File: src/rtl/cm0_dap_ap_arb.sv
// Two-master arbiter for the DAP AP slave bus. Master 0 (AP bus master) and
// master 1 (secondary debug requester) share one registered downstream slave
// port. A granted transfer stays locked until slvready completes it.
module cm0_dap_ap_arb #(
    parameter int PRIORITY = 0,
    parameter int MAXRUN   = 4
) (
    input  logic        dclk,
    input  logic        apreset_n,
    input  logic        arben,
    input  logic [1:0]  m0_trans,
    input  logic [31:0] m0_addr,
    input  logic [31:0] m0_wdata,
    input  logic        m0_write,
    input  logic [1:0]  m0_size,
    output logic        m0_ready,
    output logic [31:0] m0_rdata,
    output logic        m0_resp,
    input  logic [1:0]  m1_trans,
    input  logic [31:0] m1_addr,
    input  logic [31:0] m1_wdata,
    input  logic        m1_write,
    input  logic [1:0]  m1_size,
    output logic        m1_ready,
    output logic [31:0] m1_rdata,
    output logic        m1_resp,
    output logic [31:0] slvaddr,
    output logic [31:0] slvwdata,
    output logic        slvwrite,
    output logic [1:0]  slvsize,
    output logic [1:0]  slvtrans,
    input  logic [31:0] slvrdata,
    input  logic        slvready,
    input  logic        slvresp,
    output logic        arb_grant,
    output logic        arb_busy
);

    typedef enum logic {IDLE = 1'b0, BUSY = 1'b1} state_t;

    localparam logic       FIXED_PRIO = (PRIORITY != 0);
    localparam logic [3:0] RUN_MAX    = 4'(MAXRUN);

    state_t     state;
    state_t     state_nxt;
    logic       last_grant;
    logic       last_nxt;
    logic [3:0] run_cnt;
    logic [3:0] run_nxt;
    logic       req0;
    logic       req1;
    logic       pref;
    logic       win;
    logic       start;

    assign req0 = (m0_trans == 2'b10);
    assign req1 = (m1_trans == 2'b10);

    // Winner selection, run-length accounting and next-state decode
    always_comb begin
        state_nxt = state;
        last_nxt  = last_grant;
        run_nxt   = run_cnt;
        start     = 1'b0;
        pref      = FIXED_PRIO ? 1'b0 : ~last_grant;
        win       = req1;
        if (req0 && req1) begin
            win = pref;
            // A master that has hit the run limit yields to the waiting one
            if ((run_cnt == RUN_MAX) && (pref == last_grant)) begin
                win = ~pref;
            end
        end
        case (state)
            IDLE: begin
                if (arben && (req0 || req1)) begin
                    start     = 1'b1;
                    state_nxt = BUSY;
                    last_nxt  = win;
                    if (req0 && req1 && (win == last_grant)) begin
                        run_nxt = (run_cnt == RUN_MAX) ? run_cnt : run_cnt + 4'd1;
                    end else begin
                        run_nxt = 4'd1;
                    end
                end
            end
            BUSY: begin
                if (slvready) begin
                    state_nxt = IDLE;
                end
            end
            default: state_nxt = IDLE;
        endcase
    end

    // Control state: FSM, grant history, run count and status flags
    always_ff @(posedge dclk or negedge apreset_n) begin
        if (!apreset_n) begin
            state      <= IDLE;
            last_grant <= 1'b1;
            run_cnt    <= 4'd0;
            arb_busy   <= 1'b0;
            arb_grant  <= 1'b0;
        end else begin
            state      <= state_nxt;
            last_grant <= last_nxt;
            run_cnt    <= run_nxt;
            arb_busy   <= (state_nxt == BUSY);
            if (start) begin
                arb_grant <= win;
            end
        end
    end

    // Downstream request register: loaded on grant, trans cleared on completion
    always_ff @(posedge dclk or negedge apreset_n) begin
        if (!apreset_n) begin
            slvaddr  <= 32'd0;
            slvwdata <= 32'd0;
            slvwrite <= 1'b0;
            slvsize  <= 2'b00;
            slvtrans <= 2'b00;
        end else if (start) begin
            slvaddr  <= win ? m1_addr  : m0_addr;
            slvwdata <= win ? m1_wdata : m0_wdata;
            slvwrite <= win ? m1_write : m0_write;
            slvsize  <= win ? m1_size  : m0_size;
            slvtrans <= 2'b10;
        end else if ((state == BUSY) && slvready) begin
            slvtrans <= 2'b00;
        end
    end

    // Response routing back to the owning master is purely combinational
    always_comb begin
        m0_ready = slvready & arb_busy & ~arb_grant;
        m1_ready = slvready & arb_busy &  arb_grant;
        m0_rdata = (arb_busy & ~arb_grant) ? slvrdata : 32'd0;
        m1_rdata = (arb_busy &  arb_grant) ? slvrdata : 32'd0;
        m0_resp  = slvresp & arb_busy & ~arb_grant;
        m1_resp  = slvresp & arb_busy &  arb_grant;
    end

endmodule

File: config.mk
export PLATFORM = sky130hd
export DESIGN_NAME = cm0_dap_ap_arb
export DESIGN_NICKNAME = d
export VERILOG_FILES = /design/src/rtl/cm0_dap_ap_arb.sv
export SDC_FILE = /design/constraint.sdc
export NUM_CORES = 1
export LEC_CHECK = 0
export CAP_MARGIN = 40
export CORE_AREA = 5 5 119 121
export DETAILED_ROUTE_END_ITERATION = 8
export DIE_AREA = 0 0 124 126
export PLACE_DENSITY = 0.74
export REMOVE_ABC_BUFFERS = 1
export SLEW_MARGIN = 25
export SYNTH_ARGS = -nofsm -noshare
export SYNTH_HDL_FRONTEND = slang
export SYNTH_SLANG_ARGS = --single-unit
File: constraint.sdc
create_clock -name dclk -period 2 [get_ports dclk]
set_clock_uncertainty 0.05 [all_clocks]
set_input_delay 0.4 -clock dclk [delete_from_list [all_inputs] [get_ports dclk]]
set_output_delay 0.4 -clock dclk [all_outputs]
set_load 0.05 [all_outputs]
# Yosys cells after proc, flatten, opt, wreduce, memory -nomap -nowiden
# Index checks and enable logic that the tools add are counted.
dict set report word_totals {
  output_inout_bits 139
  register_bits 76
}
dict set report classes {
  n_addsub 1
  n_eq_ne 6
  reduce_logical 9
  bitwise 11
  muxes 16
}
# cell count
set op_table {}
lappend op_table {{32-bit two-way mux} 4}
lappend op_table {{1-bit AND} 8}
lappend op_table {{4-bit two-way mux} 2}
lappend op_table {{1-bit two-way mux} 6}
lappend op_table {{2-bit two-way mux} 3}
lappend op_table {{1-bit logical AND} 5}
lappend op_table {{4-bit by 1-bit adder with 4-bit output (second input constant)} 1}
lappend op_table {{2-bit == test (second input constant)} 2}
lappend op_table {{4-bit by 3-bit == test with 1-bit output (second input constant)} 1}
lappend op_table {{1-bit inverter} 3}
lappend op_table {{3-bit AND reduction} 1}
lappend op_table {{1-bit == test} 2}
lappend op_table {{2-bit inequality test (second input constant)} 1}
lappend op_table {{1-bit case mux with 2 select lines} 1}
lappend op_table {{2-bit AND reduction} 1}
lappend op_table {{2-bit nonzero test} 1}
lappend op_table {{1-bit logical OR} 1}

# Depth between registers and ports, before layout
# Gate-level depths: netlist of run 1.
dict set report logic_depth {
  depth_word 9
  mapped_depth 7
  ltp_nobuf 4
}

# Worst setup path after synthesis of run 1
# No wires, ideal clock.
dict set report synth_timing {
  kind {register to output}
  start {register arb_grant}
  end {output m0_ready}
  n_path_buf 2
  slack_ps -508
  t_arrival_ps 2058
  stages_incl_launch_ff 4
  path_cell_list {dfrtp_1 -> clkbuf_1 -> clkbuf_1 -> nor3_1}
}
dict set report synth_between {
  elab_chain_len 2
}
# element line_no
set synth_rtl {}
lappend synth_rtl {{from (decl)} 35} ;# output logic arb_grant,
lappend synth_rtl {{from (signal assigned)} 110} ;# arb_grant <= win;
lappend synth_rtl {{1-bit inverter} 136} ;# m0_ready = slvready & arb_busy & ~arb_grant;
lappend synth_rtl {{1-bit AND} 136}
lappend synth_rtl {{to (decl)} 16} ;# output logic m0_ready,
# No other way between the ends.

# Worst setup path after layout of run 1
dict set report layout_timing {
  start {register slvwdata[26]}
  end {output slvwdata[26]}
}
# element line_no
set layout_rtl {}
lappend layout_rtl {{from (decl)} 28} ;# output logic [31:0] slvwdata,
lappend layout_rtl {{from (signal assigned)} 125} ;# slvwdata <= win ? m1_wdata : m0_wdata;
# No word-level cell between the ends.

==> results of run 1 <==
-- report_power, final --
part	internal [mW]	switching [mW]	total (mW)
Combinational	1.53	2.44	3.96
Clock	0.961	0.589	1.55
Sequential	1.80	0.206	2.01
-- cell usage after synthesis --
| cell type | instances |
|---|---|
| a21o_1 | 1 |
| a21oi_1 | 1 |
| a31oi_1 | 67 |
| and2_1 | 34 |
| and3_1 | 34 |
| buf_2 | 16 |
| buf_4 | 9 |
| buf_6 | 4 |
| clkbuf_1 | 13 |
| conb_1 | 1 |
| dfrtp_1 | 70 |
| dfstp_2 | 1 |
| inv_1 | 1 |
| inv_2 | 1 |
| mux2_2 | 2 |
| nand2_1 | 135 |
| nand3b_1 | 1 |
| nor2_1 | 69 |
| nor2b_1 | 1 |
| nor2b_4 | 1 |
| nor3_1 | 1 |
| o211a_4 | 1 |
-- cell families after synthesis --
family          after synthesis
buf+inv                      44
other cells                   1
simple gates                276
flops                        71
compound gates               70
mux                           2
-- worst min-delay path by stage --
stage | startpoint | endpoint | slack (ps)
after CTS | slvwdata[23] | slvwdata[23] | 500
after detailed placement | apreset_n | slvwdata[14] | 330
after global routing | slvaddr[18] | slvaddr[18] | 520
after floorplan | apreset_n | arb_grant | 50
final | slvaddr[21] | slvaddr[21] | 500
after global placement | apreset_n | slvwdata[14] | 330
-- layout make-up --
cell class / instances / area, um2 / area share, %
antenna: 6 / 15.0 / 0.188
tap: 176 / 220 / 2.75
clock inverter: 6 / 61.3 / 0.767
clock buffer: 10 / 229 / 2.86
sequential: 71 / 1780 / 22.2
multi-input combinational: 349 / 1710 / 21.4
inverter: 2 / 7.51 / 0.0939
timing repair buffer: 325 / 3980 / 49.7
-- through the flow --
stage	hold slack (ps)	instances	total power [mW]	utilization, %	setup WS (ps)
floorplan	54.4	422	4.18	-	-762
global placement	332	922	5.94	59.1	85.7
detailed placement	335	922	6.02	59.1	2.51
CTS	500	939	7.59	61.4	18.1
global route	524	944	7.86	61.6	1.68
finish	496	945	7.52	61.6	33.9
-- state kept, by name, indices dropped and copies added (netlist names) --
name,count
state,1
slvtrans,1
last_grant,1
slvsize,2
slvwdata,32
slvaddr,32
slvwrite,1
arb_grant,1
-- layer usage --
layer	vias up	share of wire (%)	global-route usage [%]
met1	2075	34	20.7
li1	2134	-	-
met2	226	54	37.6
met3	31	9.4	6.41
met5	-	0	0
met4	0	2.9	8.83
-- repair_timing --
item / 4_1_cts / 5_1_grt
hold endpoints to repair: 31 / 0
resized for setup: 0 / 5
hold buffers: 1 / 0
endpoints found under the setup margin: 0 / 9
==> run metrics, run 1 <==
Synth Area in XOR/XNOR=0%; CTS Root Cell=clkbuf_16; cell area after layout=about 8000 um2; Post-Route Setup TNS=0 ps; FF+latch count, synth=between 70 and 80; Area after DPL=about 7700 um2; hold depth=2; DRT Pass-1 Iters=4; power density cells=around 940 nW/um2; sequential fraction of the synthesis area=between 40 and 50%; syn_area_per_cell=approximately 8.0 um2; critical path startpoint=slvwdata[26]; largest family of logic cells by synthesized area=simple AND/OR/NAND/NOR gates; Setup Viol. Count Final=0; antenna viol nets, final=0; Die X=roughly 120 um; outcome=completed; post-synth top area share=a little under half; total gr overflow=0; Slew headroom=63.8%; Nets=933; post-synthesis compound-gate area fraction=approximately 12%; DIE AREA=approximately 16,000 um2; LEAKAGE=between 3 and 4 nW; number of fill cells=1,082; R2R Setup Slk=between 400 and 500 ps; CP peak stage delay=between 800 and 900 ps; total vias in the final route=around 4,500; critical path depth in cells=1; crit start category=flip-flop; post-DP HPWL=13.8 mm; slowest CP cell=clkdlybuf4s50_1; height of the chip=126 um; CTS tree=done; Initial Utilization=28.7%; Final Max Tran Viols=0; Crit Path Class=flip-flop to primary output; WL/cell=~18 um; Worst setup EP type=primary output; RSZ-0062 raised after global routing=false; area leader, netlist=dfrtp_1; first-pass GRT wire length=approximately 25 mm; adder-cell share of the synthesized area=0%; worst-skew pair later-pin latency=approximately 320 ps; antenna violations before repair=5; IO Pins=about 310; CP Cell Sequence=clkdlybuf4s50_1; period utilization=98.3%; cells after synthesis=464; most frequent cells in the layout=clkdlybuf4s50_1, nand2_1, buf_12; crit path to=slvwdata[26]; Max VDD drop=0.511 mV; Post-Synth Simple-Gate Area=around a third; All-Layer GR Usage=approximately 20%; actual slew at the worst max-slew pin=541 ps; Synth area leaders=dfrtp_1, nand2_1, a31oi_1, nor2_1, and2_1; largest net degree at the start of global routing=a little under 60; share of layout cells above drive strength 1=between 10% and 20%; post-CTS setup buffers=0; drt drc=0; gpl congestion=0.814; reg-to-reg endpoint=arb_grant; H-tree depth=3; RR Startpoint=last_grant; Longest Clk Path Bufs=2; Synth warnings=0; Hold Fails Final Rpt=0; clk sinks=71; clock-pin slew on the worst setup and hold paths=~60 ps; Critical path buffers and inverters=1; initial DRC count=between 100 and 150; multiplexer area fraction after synthesis=0.604%; # rows=42; R2R depth=4; Arr. time, crit path=between 1500 and 2000 ps; number of global-route vias before repair=approximately 4,600; vias per cell=4.73; highest clock rate=about 500 MHz; Crit Path Max Fanout=2; input/output buffers=between 300 and 400; CTS Buf Count=9; post-synthesis cell type count=22; delay-heaviest family, CP=buffers and inverters; Tmin final=~2000 ps; core box area=13,000 um2; CP required=roughly 1600 ps; maxcap violations=0; Layout Area Growth over Synthesis=115%; Hold Crit Class=flip-flop to flip-flop; commonest non-fill, non-tap cell in the layout=clkdlybuf4s50_1; Mapped Area=about 3700 um2; Post-Route WL=16.6 mm
Power figures use the tool's default switching activity.
==> run 2, diff against run 1 <==
Settings changed: SLEW_MARGIN 25 to not set.
==> results of run 2 <==
Same layout as run 1: the final DEF is identical, and so are final timing and power.
==> run 3, diff against run 2 <==
Settings changed: CORE_AREA 5 5 119 121 to not set, CORE_ASPECT_RATIO set to 0.7, CORE_MARGIN set to 5, CORE_UTILIZATION set to 33, DIE_AREA 0 0 124 126 to not set, PLACE_DENSITY 0.74 to 0.95, REMOVE_ABC_BUFFERS 1 to not set.
==> run metrics, run 3 (synthesized netlist as in run 1, its figures left out) <==
Largest regs=slvaddr: 32 flops, slvwdata: 32 flops, slvsize: 2 flops; CP Cell Sequence=clkdlybuf4s50_1; syn nets=between 600 and 700; commonest non-fill, non-tap cell in the layout=clkdlybuf4s50_1; Post-Route WL=17.2 mm (+3.9%); Crit Path Class=flip-flop to primary output; Total Power=7.58 mW (+0.86%); first-pass GRT wire length=25.9 mm (+5.0%); crit start category=flip-flop; All-Layer GR Usage=24.8% (+4.4 points); input/output buffers=312 (unchanged); post-CTS setup buffers=0 (unchanged); R2R Setup Slk=520 ps (+40 ps); clock-pin slew on the worst setup and hold paths=60 ps (about the same); delay-heaviest family, CP=buffers and inverters; Slew headroom=64.5% (+0.62 points); number of fill cells=759 (-30%); H-tree depth=3 (unchanged); post-DP HPWL=13.9 mm (+0.99%); power density cells=939 nW/um2 (-0.15%); maxcap violations=0 (unchanged); Layout Area Growth over Synthesis=117%; DRT Pass-1 Iters=4 (unchanged); Initial Utilization=33.8% (+5.1 points); slowest CP cell=clkdlybuf4s50_1; highest clock rate=511 MHz (+0.49%); number of global-route vias before repair=4,691 (+1.7%); Arr. time, crit path=1510 ps (about the same); DIE AREA=13,600 um2 (-13%); CP peak stage delay=830 ps (about the same); antenna violations before repair=1 (-4); height of the chip=98.9 um (-22%); Crit Path Max Fanout=2 (unchanged); CTS Buf Count=9 (unchanged); Tmin final=1960 ps (-9.57 ps); Worst setup EP type=primary output; Longest Clk Path Bufs=2 (unchanged); Post-Route Setup TNS=0 ps (unchanged); drt drc=0 (unchanged); most frequent cells in the layout=clkdlybuf4s50_1, nand2_1, buf_12; RSZ-0062 raised after global routing=true; clk sinks=71 (unchanged); CTS tree=done; WL/cell=18.7 um (+6.8%); initial DRC count=184 (+40%); Placed Cells=902 (-2.2%); Hold Fails Final Rpt=0 (unchanged); Nets=936 (+0.32%); Hold Crit Class=input port to asynchronous set/reset pin; share of layout cells above drive strength 1=25.5% (+9.1 points); worst-skew pair later-pin latency=320 ps (about the same); core box area=11,000 um2 (-15%); Setup Viol. Count Final=0 (unchanged); outcome=completed; Die X=137 um (+10%); CP required=1550 ps (about the same); fin cells=920 (-2.6%); CTS Root Cell=clkbuf_16; vias per cell=4.81 (+1.8%); # rows=32 (-24%); gpl congestion=0.871 (+7.0%); Max VDD drop=0.495 mV (-3.1%); IO Pins=314 (unchanged); fin util=73.4% (+12 points); LEAKAGE=3.50 nW (+1.5%); antenna viol nets, final=0 (unchanged); total gr overflow=0 (unchanged); Final Max Tran Viols=0 (unchanged); largest net degree at the start of global routing=49 (-16%); period utilization=97.8% (-0.48 points); Critical path buffers and inverters=1 (unchanged); actual slew at the worst max-slew pin=531 ps (-9.29 ps); total vias in the final route=4,428 (-0.85%)
==> run 3: path summary, 6_finish.rpt <==
| check | start | endpoint | cells past startpoint |
|---|---|---|---|
| max | slvwdata[13] | slvwdata[13] | 1 |
| min | apreset_n | slvwdata[10] | 2 |
| max in group asynchronous | apreset_n | last_grant | 3 |
| min in group dclk | slvwdata[31] | slvwdata[31] | 2 |
| min reg2reg | slvwdata[31] | slvwdata[31] | 2 |
| max reg2reg | last_grant | slvwdata[16] | 5 |
==> run 3: cell type report <==
| class | count | area [um2] | area share (%) |
|---|---|---|---|
| flip-flops and latches | 71 | 1780 | 22.0 |
| well taps | 153 | 191 | 2.37 |
| diodes | 1 | 2.50 | 0.0310 |
| repair buffers | 328 | 4020 | 49.8 |
| clock buffers | 12 | 246 | 3.05 |
| multi-input cells | 349 | 1780 | 22.1 |
| clock inverters | 4 | 45.0 | 0.558 |
| inverters | 2 | 7.51 | 0.0929 |
==> run 3: metal layers <==
layer | track usage, % | routed length (um) | vias up
met5 | 0 | 0 | -
met4 | 7.44 | 393 | 0
met3 | 11.4 | 1980 | 33
met2 | 44.6 | 8940 | 202
met1 | 25.8 | 5900 | 2060
li1 | - | - | 2133
==> run 3: report_power, final <==
group	switching, mW	internal, mW	leakage [nW]
sequential	0.211	1.80	0.791
combinational	2.47	1.55	2.56
clock	0.558	0.993	0.146
==> run 3: repair_timing <==
action	in CTS	in global routing
gates resized for setup	0	7
endpoints found under the setup margin	0	38
hold buffers	1	0
hold endpoints to repair	8	0
==> run 3: through the flow <==
step,hold slack (ps),setup WS (ps),area (um2)
floorplan,54.4,-93.1,3810
global route,433,-1.74,8080
finish,445,43.5,8080
CTS,425,19.8,8060
detailed placement,191,23.9,7750
global placement,197,124,7750
==> patch (config.mk and constraints of run 1) <==
Reset style: synchronous (`apreset_n`), changed in 2 clocked blocks.
--- a/src/rtl/cm0_dap_ap_arb.sv
+++ b/src/rtl/cm0_dap_ap_arb.sv
@@ -95,5 +95,5 @@
 
     // Control state: FSM, grant history, run count and status flags
-    always_ff @(posedge dclk or negedge apreset_n) begin
+    always_ff @(posedge dclk) begin
         if (!apreset_n) begin
             state      <= IDLE;
@@ -114,5 +114,5 @@
 
     // Downstream request register: loaded on grant, trans cleared on completion
-    always_ff @(posedge dclk or negedge apreset_n) begin
+    always_ff @(posedge dclk) begin
         if (!apreset_n) begin
             slvaddr  <= 32'd0;
Formal check against the unedited RTL: differs if apreset_n is asserted again (counterexample within 4 cycles, from zero or initial values and one cycle with apreset_n low); with apreset_n held inactive, the same outputs for 10 cycles.
==> patch against run 1 <==
Setup slack improved by 21 ps; area after synthesis fell by 6.4%; register-to-register slack improved by 170 ps; final cell count fell by 0.53%; hold slack got worse by 36 ps; count of clock-buffer cells in the layout rose by 2; wire length fell by 4.6%; die area did not move; design area fell by 3.9%; sequential cell count did not move; non-clock buffer count did not move; synthesized cell count rose by 2.2%.
Power is not compared: it rests on default switching activity, and its combinational part moved more than twofold at a synthesized area within 25%.
==> patch: results (changes against run 1) <==
metric;value;unit;change
Arr. time, crit path;1500;ps;was 1520 ps
FILL cells;1095;;was 1082
DRT Pass-1 Iters;5;;was 4
HP Start;last_grant;;was slvaddr[21]
number of cells after detailed placement;927;;was 922
global-route wire length before repair;24100;um;was 24600 um
DR vias;4492;;was 4466
M2 GR Usage;37.4;%;was 37.6%
metal3 WL;1620;um;was 1560 um
met1 Track Usage GR;19.3;%;was 20.7%
f_max;0.514;GHz;was 0.509 GHz
Initial DRC Count;176;;was 131
pre-CTS setup slack;39.1;ps;was 2.51 ps
mux cell area share after synthesis;0;%;was 0.604%
Netlist cell types;23;;was 22
Area contributors post-synth;dfxtp_1 41%, nand2_1 15%, a31oi_1 12%;;was dfrtp_1 47%, nand2_1 14%, a31oi_1 11%
run status;finished, final reports clean;;unchanged
Worst Setup SP;slvwdata[12];;was slvwdata[26]
diode count;0;;was 6
Post-synth top cells;137 x nand2_1, 71 x dfxtp_1, 67 x a31oi_1;;was 135 x nand2_1, 70 x dfrtp_1, 69 x nor2_1
routed wire length;15800;um;was 16600 um
nets@finish;937;;was 933
ys async rst share;0;%;was 100%
register area share after synthesis;40.8;%;was 47.7%
headroom to the max-slew limit;63.6;%;was 63.8%
met2 wire length;8440;um;was 8900 um
Total GRT Usage;19.5;%;was 20.4%
M1 wire length;5440;um;was 5630 um
patch: cell count changes after synthesis, moves of 6 or more:
cell      delta
dfxtp_1     +71
o21ai_1     +31
clkbuf_1     +6
nor2_1      -68
o21ai_0     +36
dfrtp_1     -70
patch: report_power, final:
group	total (mW)	switching (mW)	internal, mW
clock	1.46	0.544	0.917
combinational	1.55	0.851	0.704
sequential	1.58	0.0570	1.53
patch: through the flow:
| step | power (mW) | utilization (%) | instance area (um^2) |
|---|---|---|---|
| 6_report | 4.60 | 59.2 | 7690 |
| 5_1_grt | 4.80 | 59.2 | 7690 |
| 4_1_cts | 4.65 | 59.2 | 7680 |
| 3_5_place_dp | 3.17 | 57.1 | 7410 |
| 3_3_place_gp | 3.15 | 57.1 | 7410 |
| 2_1_floorplan | 2.34 | - | 3230 |
patch: worst reg2reg max path, delay by kind of cell (launching register included):
kind / cells / cell delay [ps]
AND/OR/NAND/NOR: 3 / 480
flip-flops: 1 / 320
AO/OA/AOI/OAI: 1 / 190
buffers and inverters: 1 / 230
patch: kinds of logic after synthesis:
kind of cell           count (synthesis)
and+or+nand+nor                      215
other                                  1
DFF                                   71
buffers and inverters                 49
AOI/OAI and AO/OA                    138
patch: repair_timing:
item                       in CTS  in global routing
hold buffers                    0                  0
setup endpoints to repair       0                  3
gates resized for setup         0                  3
patch: path summary, 6_finish.rpt:
path | slack [ps] | cells after the start | to
max reg2reg | 650 | 5 | slvaddr[24]
max | 50 | 1 | slvwdata[12]
min reg2reg | 460 | 2 | last_grant
min | 460 | 2 | last_grant
patch: layout make-up:
class,instances,share of cell area [%]
repair buffers,325,51.6
flip-flops and latches,71,18.5
clock inverters,1,0.0651
clock buffers,12,3.47
inverters,1,0.0488
multi-input cells,354,23.5
well taps,176,2.86
